[config.mk]
export PLATFORM = sky130hd
export DESIGN_NAME = frontend_cmd_arbiter
export DESIGN_NICKNAME = d
export VERILOG_FILES = /design/src/rtl/frontend_command_definition_pkg.sv /design/src/rtl/rr_arbiter.sv /design/src/rtl/frontend_cmd_arbiter.sv
export SDC_FILE = /design/constraint.sdc
export NUM_CORES = 1
export LEC_CHECK = 0
export BUFFER_PORTS_ARGS = -buffer_cell sky130_fd_sc_hd__buf_2
export CORE_MARGIN = 1.5
export CORE_UTILIZATION = 30
export CTS_CLUSTER_DIAMETER = 40
export DETAILED_ROUTE_END_ITERATION = 10
export GPL_TIMING_DRIVEN = 0
export PLACE_DENSITY_LB_ADDON = 0.15
export SLEW_MARGIN = 20
export SYNTH_ARGS = -nofsm -noshare
export SYNTH_HDL_FRONTEND = slang
export SYNTH_SLANG_ARGS = --single-unit
[constraint.sdc]
create_clock -name i_clk -period 2.09 [get_ports i_clk]
set_clock_uncertainty 0.15 [all_clocks]
set_input_delay 0.418 -clock i_clk [delete_from_list [all_inputs] [get_ports i_clk]]
set_output_delay 0.418 -clock i_clk [all_outputs]
set_load 0.01 [all_outputs]
[src/rtl/frontend_command_definition_pkg.sv]
// Shared constants and types for the frontend command path of the DRAM global controller.
// Default sizes match the single frontend command FIFO.
package frontend_command_definition_pkg;

    localparam int NUM_REQ   = 4;
    localparam int CMD_WIDTH = 32;
    localparam int MAX_BEATS = 8;
    localparam int REQ_ID_W  = $clog2(NUM_REQ);

    typedef enum logic {
        IDLE   = 1'b0,
        LOCKED = 1'b1
    } arb_state_t;

    typedef logic [REQ_ID_W-1:0] req_id_t;

endpackage

[src/rtl/rr_arbiter.sv]
// Combinational rotate-priority picker: first asserted request at or after the pointer,
// wrapping around, reported as one-hot grant, binary index and an any-request flag.
module rr_arbiter #(
    parameter int N    = 4,
    parameter int ID_W = $clog2(N)
) (
    input  logic [N-1:0]    i_req,
    input  logic [ID_W-1:0] i_ptr,
    output logic [N-1:0]    o_grant,
    output logic [ID_W-1:0] o_idx,
    output logic            o_any
);

    logic [ID_W-1:0] cand;

    function automatic logic [ID_W-1:0] wrap_idx(input logic [ID_W-1:0] p, input int off);
        int s;
        s = (int'(p) + off) % N;
        return ID_W'(s);
    endfunction

    always_comb begin
        o_grant = '0;
        o_idx   = '0;
        o_any   = 1'b0;
        cand    = '0;
        for (int i = 0; i < N; i++) begin
            cand = wrap_idx(i_ptr, i);
            if (!o_any && i_req[cand]) begin
                o_any         = 1'b1;
                o_grant[cand] = 1'b1;
                o_idx         = cand;
            end
        end
    end

endmodule

[src/rtl/frontend_cmd_arbiter.sv]
// Packet-granular round-robin arbiter sharing the frontend command FIFO write port
// between NUM_REQ core ports; flags packets that run past MAX_BEATS without a last beat.
module frontend_cmd_arbiter #(
    parameter int NUM_REQ    = frontend_command_definition_pkg::NUM_REQ,
    parameter int DATA_WIDTH = frontend_command_definition_pkg::CMD_WIDTH,
    parameter int MAX_BEATS  = frontend_command_definition_pkg::MAX_BEATS,
    parameter int ID_W       = $clog2(NUM_REQ),
    parameter int CNT_W      = $clog2(MAX_BEATS + 1)
) (
    input  logic                                i_clk,
    input  logic                                i_rst_n,
    input  logic [NUM_REQ-1:0]                  i_req_valid,
    input  logic [NUM_REQ-1:0][DATA_WIDTH-1:0]  i_req_data,
    input  logic [NUM_REQ-1:0]                  i_req_last,
    output logic [NUM_REQ-1:0]                  o_req_ready,
    output logic                                o_fifo_wr_en,
    output logic [DATA_WIDTH-1:0]               o_fifo_data,
    input  logic                                i_fifo_full,
    output logic [ID_W-1:0]                     o_grant_id,
    output logic                                o_busy,
    output logic                                o_pkt_err
);

    import frontend_command_definition_pkg::*;

    arb_state_t         state, state_nxt;
    logic [ID_W-1:0]    rr_ptr;
    logic [CNT_W-1:0]   beat_cnt;
    logic [NUM_REQ-1:0] arb_grant;
    logic [ID_W-1:0]    arb_idx;
    logic               arb_any;
    logic               xfer;
    logic               pkt_end;
    logic               forced_end;

    rr_arbiter #(
        .N    (NUM_REQ),
        .ID_W (ID_W)
    ) u_rr_arbiter (
        .i_req   (i_req_valid),
        .i_ptr   (rr_ptr),
        .o_grant (arb_grant),
        .o_idx   (arb_idx),
        .o_any   (arb_any)
    );

    always_ff @(posedge i_clk or negedge i_rst_n) begin
        if (!i_rst_n) begin
            state <= IDLE;
        end else begin
            state <= state_nxt;
        end
    end

    // Ready depends only on ownership and FIFO space, never on the requester's valid.
    always_comb begin
        state_nxt    = state;
        o_req_ready  = '0;
        o_fifo_wr_en = 1'b0;
        o_fifo_data  = '0;
        o_busy       = 1'b0;
        xfer         = 1'b0;
        pkt_end      = 1'b0;
        forced_end   = 1'b0;
        unique case (state)
            IDLE: begin
                if (arb_any) begin
                    state_nxt = LOCKED;
                end
            end
            LOCKED: begin
                o_busy      = 1'b1;
                o_fifo_data = i_req_data[o_grant_id];
                if (!i_fifo_full) begin
                    o_req_ready[o_grant_id] = 1'b1;
                end
                xfer         = i_req_valid[o_grant_id] && !i_fifo_full;
                o_fifo_wr_en = xfer;
                forced_end   = xfer && !i_req_last[o_grant_id] &&
                               (beat_cnt == CNT_W'(MAX_BEATS - 1));
                pkt_end      = xfer && (i_req_last[o_grant_id] || forced_end);
                if (pkt_end) begin
                    state_nxt = IDLE;
                end
            end
            default: state_nxt = IDLE;
        endcase
    end

    // Owner, beat count, rotation pointer and sticky overrun flag.
    always_ff @(posedge i_clk or negedge i_rst_n) begin
        if (!i_rst_n) begin
            o_grant_id <= '0;
            rr_ptr     <= '0;
            beat_cnt   <= '0;
            o_pkt_err  <= 1'b0;
        end else begin
            if (state == IDLE && arb_any) begin
                o_grant_id <= arb_idx;
            end
            if (pkt_end) begin
                beat_cnt <= '0;
                rr_ptr   <= (o_grant_id == ID_W'(NUM_REQ - 1)) ? '0 : o_grant_id + ID_W'(1);
            end else if (xfer) begin
                beat_cnt <= beat_cnt + CNT_W'(1);
            end
            if (forced_end) begin
                o_pkt_err <= 1'b1;
            end
        end
    end

endmodule

==> impl_summary.md, run 1 <==
Timing
For the pin with the worst max-slew slack, the measured transition is 0.552 ns. For the final routed database, the setup TNS stands at -6.15 ns. After layout, the worst setup slack is -0.207 ns. The smallest clock period supported by the final layout is computed as 2.30 ns. Dividing the final minimum period by the clock period gives 1.10. The number of hold violations in the final report is 0. Hold timing on the final database bottoms out at a slack of 0.303 ns. Setup violations remaining at the end of the flow were counted as 35. Setup repair after global routing could not meet its margin everywhere. The worst max-slew margin expressed relative to the limit is 0.628. The max-slew violation count is 0. Based on the critical path, the design can be clocked at up to 435 MHz.

Clock network
Counting every sink on the clock net gives 10. The number of buffers between clock root and the deepest sink is 2. The total number of H-tree levels is 1. Clock-pin slew was measured on the worst setup and hold paths at 0.05 ns. The clock insertion delay at the later pin of the skew report is 0.24 ns.

The tree is rooted in a clkbuf_8. The number of buffers created by CTS is 3. TritonCTS built the clock tree.

Routing
The post-detailed-routing wire length is 6630 µm. The per-cell routed wire length is 16.3 µm. In this run the remaining antenna-violating nets after routing total 0. The initial detailed-routing violation count is 46. The number of design rule violations left after detail routing is 0.

The via count is 2034. In the routed layout, each cell is associated on average with a via count of 5.00. The first TritonRoute pass finished after 4 iterations.

Die
The vertical die dimension is 77.6 µm. The initial utilization of the core area, before any placement, comes to 0.318. In this run the horizontal extent of the chip is 77.6 µm. The core box area is 5240 µm².

The die area is 6020 µm². In this run the core area contains 26 standard-cell rows. Pin placement for this block handled 180 I/O pins.

Synth
The Yosys warning count is 0. Of the synthesized area, sequential elements account for 0.150. The average instance area after synthesis is 11.7 µm². The most common flop cell mapped by yosys is dfrtp_1. The top cell type's share of synthesized area is 0.459. Synthesis produced a netlist with a net count of 286. By area the synthesized netlist is led by mux4_2 46%, dfrtp_1 15%, and2_1 14%. The synthesized netlist cell count is 142.

The number of distinct library cells after synthesis is 34. Counting flops with a built-in enable in the synthesized netlist gives 0. Of all flip-flops after synthesis, the portion carrying an async set or reset was 1.00. The total standard cell area after synthesis is 1670 µm². The biggest area contributor in the post-synthesis netlist is mux4_2. The flip-flop and latch count after synthesis is 10.

Critical path
The worst setup path category is flop to output pin. The worst setup path is captured at an output pin. The top fanout value on the critical path is 8. STA puts the critical path data required time at 1.52 ns. The minimum setup slack among reg-to-reg paths is -0.08 ns. The worst setup path is launched from a flop. The arrival time of data at the critical path endpoint is 1.73 ns.

Pwr
Dividing total power by cell area gives a power density of 1300 nW/µm². IR analysis of the VDD net gives a maximum drop of 764 µV. The leakage component of the power is 1.58 nW.

GRT
The global-route total usage across every layer is 0.206. The first global-routing pass estimated 9720 µm of wire. The number of antenna violations at the first check in global routing is 0.

The number of global-route vias before repair is 1957. The total overflow left after global routing is 0. The pin count of the biggest net entering global routing is 11.

Place
The HPWL after detailed placement is 5320 µm. The count of buffers added on input and output ports is 179. At the end of routability-driven placement, the weighted congestion stood at 0.768.

Job
The tool flagged a number of max-cap violations equal to 0.

Cells and area
In the final design database the tool counted 482 nets. In the final layout, the share of cells above drive strength 1 is 0.807. The area growth from synthesis to final layout is 91.1%. The number of diodes added for antenna fixing is 0.

Outcome
The flow ran to the end, but the final reports show violations. The checks that failed: negative setup slack.

Min path
The class of the most critical hold timing path is flop to flop.
-- worst max-delay path, stage by stage (launching register included) --
cell	delay [ns]
dfrtp_1	0.39
buf_12	0.17
clkbuf_16	0.16
mux4_2	0.47
and2_1	0.16
buf_2	0.14
-- where the power goes --
group / internal, mW / leakage, nW / switching (mW)
sequential: 0.270 / 0.124 / 0.0777
combinational: 2.21 / 1.43 / 1.36
clock: 0.166 / 0.0288 / 0.0760
total: 2.65 / 1.58 / 1.51
-- kinds of logic (layout without fill, tap and decap cells) --
group | count (synthesis) | in the layout | synth area share
flops | 10 | 10 | 0.150
compound gates | 16 | 16 | 0.0743
buf+inv | 18 | 213 | 0.0488
mux | 37 | 37 | 0.479
fa+ha+maj | 5 | 5 | 0.0375
simple gates | 56 | 56 | 0.211
-- cells in the mapped netlist, types with 2 or more instances --
cell and n:
ha_1 5, nand2b_1 3, o21ai_0 2, buf_1 2, nor2_1 4, buf_2 5, clkbuf_1 6, o41ai_1 2
and3b_1 3, mux4_2 34, dfrtp_1 10, a21boi_0 2, o211ai_1 2, o21a_1 2, mux2_2 2, and2_1 36
inv_1 4, nor2b_1 2
-- per-stage QoR --
step	util	power (mW)	cell area [µm²]	std cells	setup WS, ns
final	0.609	4.16	3190	407	-0.207
after global routing	0.609	4.43	3190	407	-0.251
after CTS	0.579	3.77	3030	405	-0.219
after detailed placement	0.506	2.80	2650	391	-0.314
after global placement	0.506	2.79	2650	391	-0.285
after floorplan	-	1.99	1670	142	-0.0907
-- final cells by class --
cell class	count	area, µm²
fill	458	2050
multi-input combinational	114	1440
timing repair buffer	192	1190
sequential	10	251
buffer	13	144
tap	70	87.6
clock buffer	4	55.1
inverter	4	20.0
-- layer usage --
metal  wire length (µm)  track usage  part of all wire  vias up
li1                   -            -                 -      948
met1               2510        0.242              0.38      977
met2               3490        0.381              0.53       99
met3                508       0.0529             0.077       10
met4                116       0.0345             0.017        0
met5                  0            0                 0        -
-- flip-flops by register name, indices dropped and copies added, names as in the netlist --
signal	cells
beat_cnt	4
o_grant_id	2
rr_ptr	2
o_pkt_err	1
state	1
-- worst paths after layout --
check	from	to	cells after the start
max	o_grant_id[0]	o_fifo_data[16]	5
min in group asynchronous	i_rst_n	beat_cnt[1]	2
max in group asynchronous	i_rst_n	o_grant_id[1]	2
max reg2reg	o_grant_id[0]	rr_ptr[0]	6
min reg2reg	o_pkt_err	o_pkt_err	1
min	o_pkt_err	o_pkt_err	1
-- cell usage in the layout, fill, tap and decap left out, drive strengths merged --
master	n
nand3	1
o211ai	3
a21oi	1
nand2b	3
dlygate4sd3	1
mux2i	1
o41ai	2
o2bb2ai	1
a22o	1
buf	198
and2	37
nor2b	2
o21a	2
clkbuf	10
dfrtp	10
and3	1
a21boi	2
or2	1
mux4	34
o32ai	1
nand4b	1
and3b	3
nor2	4
inv	4
nor3b	1
ha	5
a21o	1
nor4	1
mux2	2
nand3b	1
o21ai	2
-- what timing repair did --
item,CTS,global route
hold endpoints to repair,10,0
pin swaps,4,6
endpoints found under the setup margin,38,42
cloned,1,1
buffers inserted,9,4
resized for setup,60,41
hold buffers,1,0
No activity file was read; power rests on OpenSTA's default activity.
==> run 2: changes to the inputs <==
--- a/config.mk
+++ b/config.mk
@@ -6,7 +6,6 @@
 export NUM_CORES = 1
 export LEC_CHECK = 0
 export BUFFER_PORTS_ARGS = -buffer_cell sky130_fd_sc_hd__buf_2
-export CORE_MARGIN = 1.5
 export CORE_UTILIZATION = 30
 export CTS_CLUSTER_DIAMETER = 40
 export DETAILED_ROUTE_END_ITERATION = 10
==> impl_summary.md, run 2 (synthesis results as in run 1) <==
Outcome
The run finished, with violations left. The checks that failed: negative setup slack.

Timing
The highest clock frequency the design can meet is 439 MHz. The number of hold violations in the final report is 0. The worst pin sits at a relative slew slack of 0.600.

The post-route worst setup slack is -0.189 ns. Setup repair after global routing could not meet its margin everywhere. Setup violations remaining at the end of the flow were counted as 33. For the pin with the worst max-slew slack, the measured transition is 0.594 ns. The final critical-path share of the clock period is 1.09. The setup TNS after final layout is -5.19 ns. The final critical-path required period is 2.28 ns. The max-slew violation count came to 0.

Routing
The per-cell routed wire length is 15.8 µm. The via density per instance is 4.94. The count of nets left with antenna violations once routing finished came out at 0.

Routed signal wires occupy layers up through met4. The number of design rule violations left after detail routing is 0. Before antenna repair, the detailed router went through 4 iterations. The met2 routed wirelength is 3400 µm. The via count is 1989.

In the detailed route, the total length drawn on met3 is 547 µm. The initial detailed-routing violation count is 42. After detailed routing, the wire length on met1 is 2330 µm.

Wires add up to 6350 µm.

Critical path
STA classifies the critical path startpoint as a flop. The worst setup path is captured at an output pin. STA puts the critical path data arrival time at 1.71 ns.

The worst register-to-register path ends at rr_ptr[0]. The worst register-to-register path begins at o_grant_id[0]. In this run the register-to-register setup slack is 0.06 ns.

The worst setup path is of the flop to output pin kind. The worst path required time is 1.52 ns. The top fanout value on the critical path is 10. The depth of the worst register-to-register path is 5.

Die
The region available for standard cell placement spans 5240 µm². Measured along the y axis, the die boundary spans 76.6 µm. The width of the die is 76.6 µm. The die area is 5860 µm². The initial standard-cell utilization of the core is 0.318. The number of primary I/O pins is 180. The count of standard-cell rows is 26.

Cells and area
In the layout the commonest cells are 174 x buf_2, 34 x mux4_2, 31 x and2_1, 9 x buf_4, 9 x dfrtp_1. The area growth from synthesis to final layout is 73.4%. The flip-flop count of the largest register, all copies and words added is 4. The number of fill cells is 500.

The leading cell type in the layout, fill and taps excluded is buf_2. In the final layout, the registers with the most flip-flops are beat_cnt: 4 flops, o_grant_id: 2 flops, rr_ptr: 2 flops. Of the cells placed in the final design, the portion with a size suffix greater than 1 is 0.739.

The end-of-flow core utilization is 0.552. The number of nets in the final layout is 478. 0 antenna diodes ended up in the layout.

The top register by number of flip-flops is beat_cnt.

Place
Summed over all nets, the half-perimeter wirelength after detailed placement is 5310 µm. At the end of routability-driven placement, the weighted congestion stood at 0.789. The count of buffers inserted at the top-level ports is 179. The setup slack at placement is -0.320 ns.

Clock network
The cell sitting at the root of the clock tree is a clkbuf_8. The clock edge transition at the registers on the reported setup and hold paths is 0.05 ns. At the later pin of the worst-skew pair, clock insertion delay measures 0.23 ns. The total number of H-tree levels is 1. For this design, the sink count on the clock tree is 10. No sink is reached through more buffers than the 2 on the longest clock path. The number of buffers created by CTS is 3. TritonCTS built the clock tree.

Job
Across the run, the number of max-cap violations was 0.

GRT
The number of antenna violations at the first check in global routing came to 0. After global routing the overflow that remains totals 0. In the global route stage, overall resource usage came out at 0.220. The first global-routing pass estimated 10100 µm of wire.

The number of global-route vias before repair was 2074. Entering global routing, the biggest net connects 11 pins.

Min path
The class of the most critical hold timing path is flop to flop. The worst hold path terminates at o_pkt_err. The worst hold path stage count is 1. The startpoint identified for the worst hold timing path is o_pkt_err.

Pwr
The largest vdd supply drop is 635 µV. Summed over all cells, the static leakage comes to 1.46 nW. Dividing total power by cell area gives a power density of 1180 nW/µm².
[run 2: metal layers]
metal / vias to the layer above / GRT usage
met4: 0 / 0.0500
met3: 10 / 0.0611
li1: 938 / -
met2: 109 / 0.412
met5: - / 0
met1: 932 / 0.245
[run 2: area by class of cell]
class,count,area (µm²),area share
buffer,13,134,0.0463
clock buffer,4,55.1,0.0190
inverter,4,15.0,0.00519
multi-input combinational,114,1350,0.467
sequential,10,251,0.0870
tap,70,87.6,0.0303
timing repair buffer,188,997,0.345
[run 2: repair_timing]
| action | 4_1_cts | 5_1_grt |
|---|---|---|
| resized for setup | 31 | 9 |
| hold buffers | 1 | 0 |
| setup buffers | 7 | 1 |
| setup endpoints to repair | 38 | 37 |
| pin swaps | 0 | 2 |
| endpoints found under the hold margin | 10 | 0 |
[run 2: worst max path at each step]
| stage | startpoint | endpoint | slack, ns | depth (start not counted) |
|---|---|---|---|---|
| global route | o_grant_id[0] | o_fifo_data[24] | -0.26 | 5 |
| global placement | o_grant_id[0] | o_fifo_data[11] | -0.29 | 5 |
| CTS | o_grant_id[0] | o_fifo_data[19] | -0.21 | 5 |
| detailed placement | o_grant_id[0] | o_fifo_data[7] | -0.32 | 5 |
| floorplan | o_grant_id[0] | o_fifo_data[0] | -0.09 | 4 |
| finish | o_grant_id[0] | o_fifo_data[19] | -0.19 | 5 |
[run 2: where the power goes]
group	total, mW	internal [mW]	switching, mW
Sequential	0.344	0.270	0.0738
Combinational	2.82	1.63	1.18
Clock	0.243	0.166	0.0777
[run 2: per-stage QoR]
step           total power [mW]  cell area, µm²  hold WS [ns]  cells
2_1_floorplan              1.99            1670       -0.0276    142
6_report                   3.41            2890         0.312    403
3_3_place_gp               2.78            2650         0.146    391
3_5_place_dp               2.80            2650         0.150    391
5_1_grt                    3.69            2890         0.339    403
4_1_cts                    3.41            2880         0.313    403
[run 2: critical path: stages (launching register included)]
cell,delay [ns]
dfrtp_2,0.38
buf_12,0.14
buf_8,0.15
mux4_2,0.50
and2_1,0.17
buf_2,0.13
